**config.mk**
```make
export PLATFORM = sky130hd
export DESIGN_NAME = sprite_fb_writer
export DESIGN_NICKNAME = d
export VERILOG_FILES = /design/src/rtl/sprite_fb_writer.sv
export SDC_FILE = /design/constraint.sdc
export NUM_CORES = 1
export LEC_CHECK = 0
export CAP_MARGIN = 20
export CORE_ASPECT_RATIO = 0.8
export CORE_MARGIN = 10
export CORE_UTILIZATION = 41
export CTS_CLUSTER_SIZE = 30
export DETAILED_ROUTE_END_ITERATION = 6
export GPL_TIMING_DRIVEN = 0
export PLACE_DENSITY = 0.69
export SETUP_SLACK_MARGIN = 0.5
export SLEW_MARGIN = 20
export SYNTH_ARGS = -nofsm -noshare
export SYNTH_HDL_FRONTEND = slang
export SYNTH_SLANG_ARGS = --single-unit
```
**constraint.sdc**
```tcl
create_clock -name write_clk -period 3.2 [get_ports write_clk]
set_clock_uncertainty 0.05 [all_clocks]
set_input_delay 0.64 -clock write_clk [delete_from_list [all_inputs] [get_ports write_clk]]
set_output_delay 0.64 -clock write_clk [all_outputs]
set_load 0.005 [all_outputs]
```
**src/rtl/sprite_fb_writer.sv**
```systemverilog
// Write-side client of the double-buffered frame manager: on grant of its source slot it
// sweeps one sprite out of a synchronous bitmap ROM into the back framebuffer, one pixel per clock.
module sprite_fb_writer #(
  parameter int SOURCE_ID         = 0,
  parameter int SOURCE_SEL_ADDRW  = 2,
  parameter int COLOR_DEPTH       = 8,
  parameter int DRAW_WIDTH        = 640,
  parameter int DRAW_HEIGHT       = 480,
  parameter int DRAW_WIDTH_ADDRW  = 10,
  parameter int DRAW_HEIGHT_ADDRW = 9,
  parameter int SCALE_DOWN_FACTOR = 2,
  parameter int SPRITE_W          = 16,
  parameter int SPRITE_H          = 16,
  parameter int TRANSPARENT_COLOR = 0,
  localparam int ROM_AW = (SPRITE_W * SPRITE_H > 1) ? $clog2(SPRITE_W * SPRITE_H) : 1
) (
  input  logic                         write_clk,
  input  logic                         resetN,
  input  logic                         enable,
  input  logic [DRAW_WIDTH_ADDRW-1:0]  obj_x,
  input  logic [DRAW_HEIGHT_ADDRW-1:0] obj_y,
  input  logic                         write_awaited,
  input  logic [SOURCE_SEL_ADDRW-1:0]  write_source_sel,
  output logic [ROM_AW-1:0]            rom_addr,
  input  logic [COLOR_DEPTH-1:0]       rom_data,
  output logic                         write_active,
  output logic [DRAW_WIDTH_ADDRW-1:0]  write_x_addr,
  output logic [DRAW_HEIGHT_ADDRW-1:0] write_y_addr,
  output logic [COLOR_DEPTH-1:0]       write_color_data,
  output logic                         write_transparent,
  output logic [1:0]                   dbg_state
);

  localparam int SHR = $clog2(SCALE_DOWN_FACTOR);
  localparam int PXW = (SPRITE_W > 1) ? $clog2(SPRITE_W) : 1;
  localparam int PYW = (SPRITE_H > 1) ? $clog2(SPRITE_H) : 1;
  localparam int XW  = DRAW_WIDTH_ADDRW + 1;
  localparam int YW  = DRAW_HEIGHT_ADDRW + 1;

  localparam logic [PXW-1:0]              PX_LAST = PXW'(SPRITE_W - 1);
  localparam logic [PYW-1:0]              PY_LAST = PYW'(SPRITE_H - 1);
  localparam logic [XW-1:0]               X_LIMIT = XW'(DRAW_WIDTH);
  localparam logic [YW-1:0]               Y_LIMIT = YW'(DRAW_HEIGHT);
  localparam logic [SOURCE_SEL_ADDRW-1:0] MY_SRC  = SOURCE_SEL_ADDRW'(SOURCE_ID);
  localparam logic [COLOR_DEPTH-1:0]      TRANSP  = COLOR_DEPTH'(TRANSPARENT_COLOR);

  typedef enum logic [1:0] {
    IDLE    = 2'd0,
    SWEEP   = 2'd1,
    RELEASE = 2'd2
  } state_t;

  state_t state_q, state_d;

  logic [PXW-1:0]               px;
  logic [PYW-1:0]               py;
  logic [DRAW_WIDTH_ADDRW-1:0]  ox_lat;
  logic [DRAW_HEIGHT_ADDRW-1:0] oy_lat;
  logic                         en_lat;
  logic [XW-1:0]                x_wide;
  logic [YW-1:0]                y_wide;
  logic                         clip;
  logic                         tr_q;
  logic                         grant;
  logic                         last_px;

  assign grant   = (state_q == IDLE) && write_awaited && (write_source_sel == MY_SRC);
  assign last_px = (px == PX_LAST) && (py == PY_LAST);

  assign rom_addr = ROM_AW'(py) * ROM_AW'(SPRITE_W) + ROM_AW'(px);
  assign x_wide   = {1'b0, ox_lat} + (XW'(px) << SHR);
  assign y_wide   = {1'b0, oy_lat} + (YW'(py) << SHR);
  assign clip     = (x_wide >= X_LIMIT) || (y_wide >= Y_LIMIT);

  assign write_color_data  = rom_data;
  assign write_transparent = tr_q | (rom_data == TRANSP);
  assign dbg_state         = state_q;

  always_ff @(posedge write_clk or negedge resetN) begin
    if (!resetN) state_q <= IDLE;
    else         state_q <= state_d;
  end

  // RELEASE waits for write_awaited to fall so a lingering request cannot re-grant.
  always_comb begin
    state_d = state_q;
    case (state_q)
      IDLE:    if (grant) state_d = SWEEP;
      SWEEP:   if (last_px || !en_lat) state_d = RELEASE;
      RELEASE: if (!write_active && !write_awaited) state_d = IDLE;
      default: state_d = IDLE;
    endcase
  end

  always_ff @(posedge write_clk or negedge resetN) begin
    if (!resetN) begin
      px     <= '0;
      py     <= '0;
      ox_lat <= '0;
      oy_lat <= '0;
      en_lat <= 1'b0;
    end else if (grant) begin
      px     <= '0;
      py     <= '0;
      ox_lat <= obj_x;
      oy_lat <= obj_y;
      en_lat <= enable;
    end else if (state_q == SWEEP) begin
      if (last_px || !en_lat) begin
        px <= '0;
        py <= '0;
      end else if (px == PX_LAST) begin
        px <= '0;
        py <= py + 1'b1;
      end else begin
        px <= px + 1'b1;
      end
    end
  end

  // Output stage lines up with the ROM's one-clock read latency.
  always_ff @(posedge write_clk or negedge resetN) begin
    if (!resetN) begin
      write_active <= 1'b0;
      write_x_addr <= '0;
      write_y_addr <= '0;
      tr_q         <= 1'b1;
    end else begin
      write_active <= (state_q == SWEEP);
      if (state_q == SWEEP) begin
        write_x_addr <= x_wide[DRAW_WIDTH_ADDRW-1:0];
        write_y_addr <= y_wide[DRAW_HEIGHT_ADDRW-1:0];
        tr_q         <= ~en_lat | clip;
      end else begin
        tr_q <= 1'b1;
      end
    end
  end

endmodule

```
; Yosys cells after proc, flatten, opt, wreduce, memory -nomap -nowiden
; Cells that the tools add are included.
[word_totals]
ff_bits = 51
latchBits = 0
ramBits = 0
rom_bits = 0
word_cells = 56
memories = 0
[op_classes]
add_sub_neg = 5
n_mul = 0
div = 0
magnitude_cmp = 2
n_eq_ne = 7
n_shift = 0
muxes = 13
bitwise_logic = 3
reduce_logical = 16
[ops]
columns = cell, count
row1 = two-way mux 4 bit, 8
row2 = adder 10 x 5 -> 11 bit, 1
row3 = ">= comparator 11 x 10 -> 1 bit, second input constant", 1
row4 = adder 9 x 5 -> 10 bit, 1
row5 = ">= comparator 10 x 9 -> 1 bit, second input constant", 1
row6 = "adder 4 x 1 -> 4 bit, second input constant", 2
row7 = adder 8 x 4 -> 8 bit, 1
row8 = "equality test 4 bit, second input constant", 2
row9 = zero test 8 bit, 1
row10 = two-way mux 2 bit, 3
row11 = "!= test 2 bit, second input constant", 3
row12 = case mux 2 bit (3 select lines), 1
row13 = logical AND 1 bit, 4
row14 = zero test 2 bit, 2
row15 = zero test 1 bit, 3
row16 = AND reduction 3 bit, 1
row17 = nonzero test 3 bit, 1
row18 = "equality test 2 x 1 -> 1 bit, second input constant", 1
row19 = "equality test 2 bit, second input constant", 1
row20 = logical OR 1 bit, 2
row21 = OR 1 bit, 2
row22 = AND reduction 2 bit, 1
row23 = nonzero test 2 bit, 1
row24 = two-way mux 1 bit, 1
row25 = NOT 1 bit, 1

; Depth between registers and ports, before layout
; Gate-level depths: netlist of run 1.
[logic_depth]
ltp_word = 6
ltp_mapped = 6

; Least setup slack after synthesis of run 1
; No wires, ideal clock.
[synth_path]
path_kind = input -> register
startpoint = input port write_source_sel[1]
endpoint = register py[0]
setup_ps = 125
arrival_time_ps = 1783
required_ps = 3025
slack_ps = 1242
path_stages = 4
n_path_buf = 0
cell_sequence = or4b_4 o21ai_1 a211oi_2 mux2_2
[synth_via]
elab_chain_len = 4
[synth_lines]
columns = element, line_no
row1 = "start, declared", 23  ; input logic [SOURCE_SEL_ADDRW-1:0] write_source_sel,
row2 = zero test 2 bit *, 67  ; assign grant = (state_q == IDLE) && write_awaited && (write_source_sel == MY_SRC);
row3 = logical AND 1 bit *, 67
row4 = nonzero test 3 bit (no line) or nonzero test 2 bit (tied branches), --
row5 = AND reduction 2 bit (no line), --
row6 = "end signal, assigned", 114  ; py <= py + 1'b1;
row7 = "end, declared", 56  ; logic [PYW-1:0] py;
; Mark *: on every way between the ends. The rest lies on a longest branch, timed or not.
; A chain may end at the register's enable or synchronous reset.

; Worst setup path in the final report of run 1
[layout_path]
startpoint = input port rom_data[6]
endpoint = output port write_transparent
[layout_via]
elab_chain_len = 2
[layout_lines]
columns = element, line_no
row1 = "start, declared", 25  ; input logic [COLOR_DEPTH-1:0] rom_data,
row2 = zero test 8 bit, 76  ; assign write_transparent = tr_q | (rom_data == TRANSP);
row3 = OR 1 bit, 76
row4 = "end, declared", 30  ; output logic write_transparent,
; No other way between the ends.

==> results.cfg, run 1 <==
[outcome]
status = completed

[min_path]
min_path_type = primary input to async pin

[clocking]
clk_pin_slew_ns = 0.09
cts_buffers = 5
clock_latency_ns = 0.30
clockBufferDepth = 2
cts_sinks = 51
cts_hold_buf = 0
cts_root_buf = clkbuf_8
htreeDepth = 2
cts_tree = done

[logic_synthesis]
synthCells = 297
syn_avg_cell_area_um2 = 9.09
syn_area_um2 = 2700
synthTopCellsByArea = dfrtp_1 46%, nand2_1 12%, ha_1 4.6%, o21ai_0 3.5%, buf_4 2.2%
synth.distinct_cells = 52
synth_top_area_share_pct = 46.4
synthFlopType = dfrtp_1
synth.ff_latch_count = 51
synth_fp_nets = 342
yosysWarnings = 0
synth_edf_count = 0
synth_top_area_cell = dfrtp_1
ys_seq_area_share_pct = 47.3
async_reset_ff_share_pct = 100

[job]
maxCapViolations = 0

[setup_path]
critPathBufInv = 2
crit_type = primary input to output port
required_ns = 2.51
r2r_cells = 6
rr_startpoint = dbg_state[1]
critPathMaxStageDelay_ns = 0.43
cp_data_arrival_time_ns = 1.74
worstSetupEndpointType = output port
r2r-end = px[1]
r2r_setup_slack_ns = 0.98
crit_chain = clkdlybuf4s50_1 -> nor4_1 -> a21o_1 -> dlygate4sd2_1
startpoint_type = primary input
crit_family = buffers and inverters
slowest_stage = clkdlybuf4s50_1
crit_start = rom_data[6]
path_max_fanout = 2

[timing]
fin_crit_sh_pct = 75.8
rsz0062_at_grt = no
hold_viol_final = 0
worst_slew_pin_slew_ns = 0.648
drv_slew = 0
layout_min_cycle_time_ns = 2.43
max_freq_mhz = 412
setup_viol = 0
slew_headroom_pct = 56.8

[global_routing]
antenna_found_initial = 0
overflow = 0
grt_max_degree = 52
grt_pass1_vias = 2355
grt_util_all_layers_pct = 14.2
grt_pass1_wl_mm = 12.1

[final_layout]
synthToLayoutAreaGrowth_pct = 33.2
drive_above_1_share_pct = 7.45
insertedDiodeCount = 0
fill_cells = 592
final_core_util_pct = 56.4
stdcell_area_um2 = 3590
final_nets = 420

[drt]
post_drt_wl_per_cell_um = 15.9
wl_mm = 7.30
final_antenna_net_count = 0
drt-vias-per-instance = 5.14
via_count = 2366
drc_errors = 0
dr.pass1.iters = 4
drtIter0Drc = 85

[die]
die_area_um2 = 10200
core_area_um2 = 6380
core.rowCount = 26
initial_core_util_pct = 42.3
fp.dieH_um = 92.6
io_pins = 72
die_w_um = 111

[placement]
dpl.hpwl_mm = 5.54
port_buffers = 71
place_area_um2 = 3510
gp_congestion = 0.885

[power]
p_leak_nw = 1.64
max-vdd-ir-drop_v = 0.000320
p_per_area_nw_per_um2 = 698
==> placed cells by master, fill, tap and decap left out, types with 3 or more instances in the layout <==
master            n
a31oi_1           3
xnor2_1           6
inv_1             6
nand2b_1          3
clkbuf_8          5
buf_2             5
a21oi_1           8
nand2_1          83
nor4_1            3
nor2b_1           3
o211ai_1          4
o31ai_1           3
dfrtp_1          50
o21ai_0          19
clkdlybuf4s50_1  69
nand3_1           8
and3_1            4
a211oi_1          3
nor2_1           14
a21o_1            6
buf_4             9
clkbuf_1         10
ha_1             10
a22o_1            3
==> flip-flops by register name, summed over array words and instances, names as in the netlist <==
register,count
dbg_state,2
px,4
write_y_addr,9
write_active,1
en_lat,1
oy_lat,9
tr_q,1
ox_lat,10
py,4
write_x_addr,10
==> cells in the mapped netlist, types with 2 or more instances <==
cell type	number
a211oi_1	3
o31ai_1	3
inv_1	6
xnor2_1	6
nand4_1	2
or4_1	2
nand3b_1	2
a21oi_1	8
o21bai_1	2
a31oi_1	3
ha_1	10
nor2b_1	3
buf_4	8
o211ai_1	4
a21o_1	6
nor4_1	3
fa_1	2
and2_1	2
o21ai_0	19
a211o_1	2
nand2_1	83
buf_2	5
dfrtp_1	50
clkbuf_1	8
a22o_1	3
nor2_1	14
nand3_1	8
and3_1	4
nand2b_1	3
==> cells by family (layout without fill, tap and decap cells) <==
group	count (synthesis)	in the layout	share of synthesized area (%)
xor gates and xnor gates	7	7	2.27
muxes	1	1	0.417
DFF	51	51	47.3
adders and majority gates	12	12	6.12
and+or+nand+nor	133	133	22.3
buffers and inverters	28	107	5.24
AOI/OAI and AO/OA	65	65	16.3
==> layout make-up <==
class / count / area [um2] / area share (%)
clock inverter: 1 / 7.51 / 0.209
clock buffer: 7 / 76.3 / 2.12
multi-input combinational: 218 / 1280 / 35.6
tap: 84 / 105 / 2.92
inverter: 7 / 26.3 / 0.731
buffer: 21 / 115 / 3.20
timing repair buffer: 71 / 707 / 19.7
sequential: 51 / 1280 / 35.5
==> through the flow <==
step	TNS [ns]	hold slack, ns	std cells	total power, mW	setup WS, ns
3_3_place_gp	-2.64	0.408	452	2.14	-0.0560
3_5_place_dp	0	0.412	452	2.17	0.493
6_report	0	0.282	460	2.51	0.773
2_1_floorplan	0	0.294	297	1.62	1.24
4_1_cts	0	0.327	460	2.53	0.762
5_1_grt	0	0.318	460	2.73	0.669
==> how the worst max path moves through the flow <==
stage                   endpoint  slack (ns)  cells after the start
3_3_place_gp     write_x_addr[3]       -0.06                      1
2_1_floorplan              py[0]        1.24                      4
5_1_grt        write_transparent        0.67                      4
4_1_cts        write_transparent        0.76                      4
3_5_place_dp   write_transparent        0.49                      4
6_report       write_transparent        0.77                      4
==> what timing repair did <==
| item | in CTS | in global routing |
|---|---|---|
| gates resized for setup | 1 | 0 |
| buffers inserted | 0 | 0 |
| setup endpoints to repair | 1 | 0 |
| endpoints found under the hold margin | 0 | 0 |
==> power breakdown <==
part	switching, mW	internal (mW)
clock	0.207	0.155
combinational	0.486	0.570
sequential	0.214	0.879
==> metal layers <==
metal	wire length, um	vias up	track usage, %
met4	84	0	4.11
met1	3440	1084	19.0
met5	0	-	0
met3	617	8	4.00
met2	3170	93	22.0
li1	-	1181	-
Note: power is estimated with default switching activity, not from simulation.
==> inputs of run 2 (changes only) <==
clock period = 2.3 ns   (was 3.2 ns; I/O delays follow)
==> run 2 against run 1 <==
  * Critical path depth increased by 2
  * Via count rose by 8.2%
  * First-iteration DRC count rose by 18%
  * Worst hold slack worse by 0.16 ns
  * Global-route usage is 0.90 points higher
  * Combinational power increased by 73%
  * Largest power group is now combinational cells
==> results.cfg, run 2 (synthesis gave the netlist of run 1 again) <==
[outcome]
status = completed

[setup_path]
cp_data_arrival_time_ns = 2.02
slowest_stage = dfrtp_2
required_ns = 2.46
crit_top_cell = a21o_1
crit_type = flop to flop
worstSetupEndpointType = flop
r2r-end = tr_q
path_max_fanout = 3
r2r_cells = 6
r2r_setup_slack_ns = 0.44
critPathMaxStageDelay_ns = 0.45
rr_startpoint = py[0]
startpoint_type = flop
crit_chain = ha_4 -> fa_2 -> a21o_1 -> a21o_1 -> a211oi_2 -> o211ai_1

[placement]
placed_cells = 452
place_area_um2 = 3530
port_buffers = 71
dpl.hpwl_mm = 5.48
gp_congestion = 0.892

[clocking]
htreeDepth = 2
clk_pin_slew_ns = 0.10
cts_hold_buf = 0
cts_root_buf = clkbuf_8
clock_latency_ns = 0.30
cts_buffers = 5
cts_tree = done
cts_sinks = 51
clockBufferDepth = 2

[drt]
dr.pass1.iters = 4
final_antenna_net_count = 0
drc_errors = 0
drt-vias-per-instance = 5.30
wl_mm = 8.10
via_count = 2560
post_drt_wl_per_cell_um = 16.8
drtIter0Drc = 100

[timing]
fin_crit_sh_pct = 80.9
worst_slew_pin_slew_ns = 0.628
hold_viol_final = 0
drv_slew = 0
rsz0062_at_grt = yes
whs_ns = 0.119
slew_headroom_pct = 58.2
final.setup.tns_ns = 0
max_freq_mhz = 538
setup_viol = 0
layout_min_cycle_time_ns = 1.86

[die]
core_area_um2 = 6380
die_area_um2 = 10200
fp.dieH_um = 92.6
die_w_um = 111
io_pins = 72
core.rowCount = 26
initial_core_util_pct = 42.3

[final_layout]
layout_common_cells = 82 x nand2_1, 44 x clkdlybuf4s50_1, 42 x dfrtp_1
stdcell_area_um2 = 4070
insertedDiodeCount = 0
drive_above_1_share_pct = 24.8
fill_cells = 568
fin_cells = 483
synthToLayoutAreaGrowth_pct = 50.8
multi_input_area_um2 = 1500
largestRegisters = ox_lat x10, write_x_addr x10
final_nets = 443
regArea_um2 = 1290
final_common_cell = nand2_1

[power]
p_total_mw = 3.90
p_leak_nw = 1.91
max-vdd-ir-drop_v = 0.000524
p_per_area_nw_per_um2 = 958

[job]
maxCapViolations = 0

[global_routing]
overflow = 0
grt_pass1_vias = 2574
antenna_found_initial = 0
grt_max_degree = 52
grt_pass1_wl_mm = 13.0
grt_util_all_layers_pct = 15.1

[min_path]
min_path_type = primary input to async pin
run 2: report_power, final:
part           internal, mW  switching, mW
clock                 0.215          0.304
sequential             1.23          0.312
combinational         0.989          0.846
total                  2.44           1.46
run 2: area by class of cell:
type                            instances  share of cell area (%)
Tap cell                               84                    2.58
Timing Repair Buffer                   94                    21.9
Clock buffer                            5                    1.69
Clock inverter                          3                   0.461
Buffer                                 21                    4.18
Multi-Input combinational cell        218                    36.8
Inverter                                7                   0.738
Sequential cell                        51                    31.6
run 2: metrics by stage:
step                      util [%]  setup WS [ns]
after CTS                     61.4          0.372
after floorplan                  -          0.499
after detailed placement      55.3        -0.0717
after global placement        55.4         -0.789
after global routing          63.8          0.338
final                         63.8          0.440
run 2: worst max-delay path by stage:
stage / from / to / slack [ns] / depth (start not counted)
floorplan: px[0] / write_x_addr[5] / 0.50 / 6
CTS: px[3] / tr_q / 0.37 / 6
global route: py[0] / tr_q / 0.34 / 6
global placement: resetN / write_x_addr[6] / -0.79 / 1
finish: py[0] / tr_q / 0.44 / 6
detailed placement: rom_data[5] / write_transparent / -0.07 / 4
run 2: worst max-delay path, delay by kind of cell, from the launching register on:
family / cells / cell delay [ns]
compound gates: 4 / 0.71
flops: 1 / 0.45
fa+ha+maj: 2 / 0.55
run 2: per-layer routing:
metal | global-route usage [%] | wire [um] | part of all wire, % | vias to the layer above
met5 | 0 | 0 | 0 | -
met4 | 3.14 | 50 | 0.62 | 0
met3 | 3.55 | 672 | 8.3 | 5
met2 | 24.3 | 3660 | 45 | 105
met1 | 20.3 | 3720 | 46 | 1229
li1 | - | - | - | 1221
run 2: what timing repair did:
action,4_1_cts,5_1_grt
endpoints found under the setup margin,66,45
pin swaps,20,21
cloned,0,1
buffers inserted,17,5
resized for setup,76,35
==> inputs of run 3 (changes only) <==
PLACE_DENSITY = 0.72   (was 0.69)
clock period = 1.6 ns   (was 2.3 ns; I/O delays follow)
==> run 3 against run 2 <==
  * The flow now finishes with violations (negative hold slack, negative setup slack)
  * Design area grew 21%
  * Combinational power is 110% higher
  * Wire length is 35% higher
  * Via count rose by 17%
  * Register-to-register slack worse by 0.69 ns
  * Maximum frequency grew 0.68%
  * Sequential share of layout area decreased by 5.5 points
  * Setup slack got worse by 0.69 ns
  * Power increased by 79%
==> results.cfg, run 3 (synthesis gave the netlist of run 1 again) <==
[final_layout]
final_core_util_pct = 77.2
insertedDiodeCount = 0
synthToLayoutAreaGrowth_pct = 82.5
fill_cells = 394
fin_cells = 539
layout_common_cells = 51 x buf_4, 49 x buf_6, 46 x nand2_1
final_nets = 499
drive_above_1_share_pct = 56.7
largestRegisters = ox_lat x10, write_x_addr x10
stdcell_area_um2 = 4920
final_common_cell = buf_4

[timing]
final.setup.tns_ns = -6.41
setup_ws_ns = -0.247
slew_headroom_pct = 56.8
whs_ns = -0.0271
worst_slew_pin_slew_ns = 0.648
hold_viol_final = 45
layout_min_cycle_time_ns = 1.85
setup_viol = 40
max_freq_mhz = 541
rsz0062_at_grt = yes
fin_crit_sh_pct = 115
drv_slew = 0

[job]
maxCapViolations = 0

[global_routing]
overflow = 0
grt_util_all_layers_pct = 17.7
antenna_found_initial = 0
grt_max_degree = 52
grt_pass1_vias = 2992
grt_pass1_wl_mm = 15.2

[setup_path]
worstSetupEndpointType = flop
r2r-end = write_x_addr[9]
critPathBufInv = 0
crit_start = px[0]
startpoint_type = flop
crit_type = flop to flop
rr_startpoint = px[0]
r2r_setup_slack_ns = -0.25
slowest_stage = dfrtp_2
required_ns = 1.78
crit_chain = ha_4 -> fa_2 -> a21o_1 -> a21oi_4 -> o31ai_1 -> a31oi_1
critPathMaxStageDelay_ns = 0.45
crit_family = compound AO/OA/AOI/OAI gates
path_depth = 6
cp_data_arrival_time_ns = 2.03
path_max_fanout = 4
r2r_cells = 6
worstSetupEndpoint = write_x_addr[9]

[outcome]
violations = negative hold slack, negative setup slack
status = complete, but fails checks

[clocking]
clk_pin_slew_ns = 0.10
cts_hold_buf = 0
htreeDepth = 2
cts_buffers = 5
cts_sinks = 51
cts_tree = done
clock_latency_ns = 0.32
clockBufferDepth = 2
cts_root_buf = clkbuf_8

[power]
p_per_area_nw_per_um2 = 1420
pwr-share-comb_pct = 55.8
max-vdd-ir-drop_v = 0.000847
seqPwrFrac_pct = 32.7
pwr-share-clk_pct = 11.5
p_sw_mw = 2.72
p_leak_nw = 2.31
switching_share_pct = 39.0
internal-power_mw = 4.26

[drt]
final_antenna_net_count = 0
dr.pass1.iters = 5
via_count = 3002
drt-vias-per-instance = 5.57
post_drt_wl_per_cell_um = 20.2
drtIter0Drc = 249
wl_mm = 10.9
drc_errors = 0

[die]
core.rowCount = 26
io_pins = 72
core_area_um2 = 6380
die_area_um2 = 10200
initial_core_util_pct = 42.3
fp.dieH_um = 92.6
die_w_um = 111

[placement]
gp_congestion = 0.877
place_area_um2 = 3720
port_buffers = 71
placed_cells = 452
dpl.hpwl_mm = 5.61

[min_path]
min_path_type = primary input to async pin
==> run 3: cell count changes in the layout (fill, tap and decap cells not counted), moves of 6 or more <==
cell	delta
dlygate4sd2_1	-14
nand2_4	+6
o21ai_0	-12
o21ai_1	+8
buf_4	+23
nand2_2	+30
clkdlybuf4s50_1	-24
nand2_1	-36
buf_2	+29
buf_6	+42
==> run 3: metal layers <==
| metal | global-route usage, % | wire, um | up-vias |
|---|---|---|---|
| li1 | - | - | 1342 |
| met1 | 22.3 | 4610 | 1465 |
| met2 | 29.9 | 5340 | 167 |
| met3 | 4.26 | 711 | 28 |
| met4 | 4.76 | 238 | 0 |
| met5 | 0 | 0 | - |
==> run 3: what timing repair did <==
item	CTS	global route
gates resized for setup	292	67
buffers inserted	48	25
endpoints found under the setup margin	90	84
pin swaps	42	28
gates cloned	6	0
==> run 3: power by group through the flow <==
| stage | logic [mW] | registers, mW | clock network, mW |
|---|---|---|---|
| 5_1_grt | 4.17 | 2.32 | 0.863 |
| 2_1_floorplan | 1.29 | 2.21 | 0 |
| 6_report | 3.89 | 2.29 | 0.801 |
| 4_1_cts | 3.12 | 2.21 | 0.805 |
| 3_3_place_gp | 2.28 | 2.26 | 0 |
| 3_5_place_dp | 2.35 | 2.28 | 0 |
==> run 3: per-stage QoR <==
stage / power, mW / setup slack [ns]
final: 6.98 / -0.247
after global routing: 7.35 / -0.302
after CTS: 6.14 / -0.193
after detailed placement: 4.63 / -0.581
after global placement: 4.55 / -1.51
after floorplan: 3.50 / -0.137
==> run 3: area by class of cell <==
cell class | count | area (um2) | area share [%]
multi-input combinational | 218 | 1780 | 36.1
timing repair buffer | 150 | 1350 | 27.3
sequential | 51 | 1290 | 26.2
buffer | 21 | 277 | 5.61
tap | 84 | 105 | 2.13
clock buffer | 5 | 68.8 | 1.40
inverter | 7 | 38.8 | 0.788
clock inverter | 3 | 23.8 | 0.483
==> run 3: how the worst min path moves through the flow <==
stage               startpoint            to  slack [ns]  depth (start not counted)
floorplan               resetN  dbg_state[0]       -0.03                          0
global placement     oy_lat[0]     oy_lat[0]        0.41                          2
detailed placement      resetN  write_active        0.35                          1
CTS                     resetN     oy_lat[1]       0.002                          1
global route            resetN     oy_lat[8]       0.009                          1
finish                  resetN  write_active       -0.03                          1
==> run 3: worst register-to-register path, delay by kind of cell, from the launching register on <==
| family | cells | cell delay, ns |
|---|---|---|
| AOI/OAI and AO/OA | 4 | 0.68 |
| DFF | 1 | 0.45 |
| adders and majority gates | 2 | 0.59 |
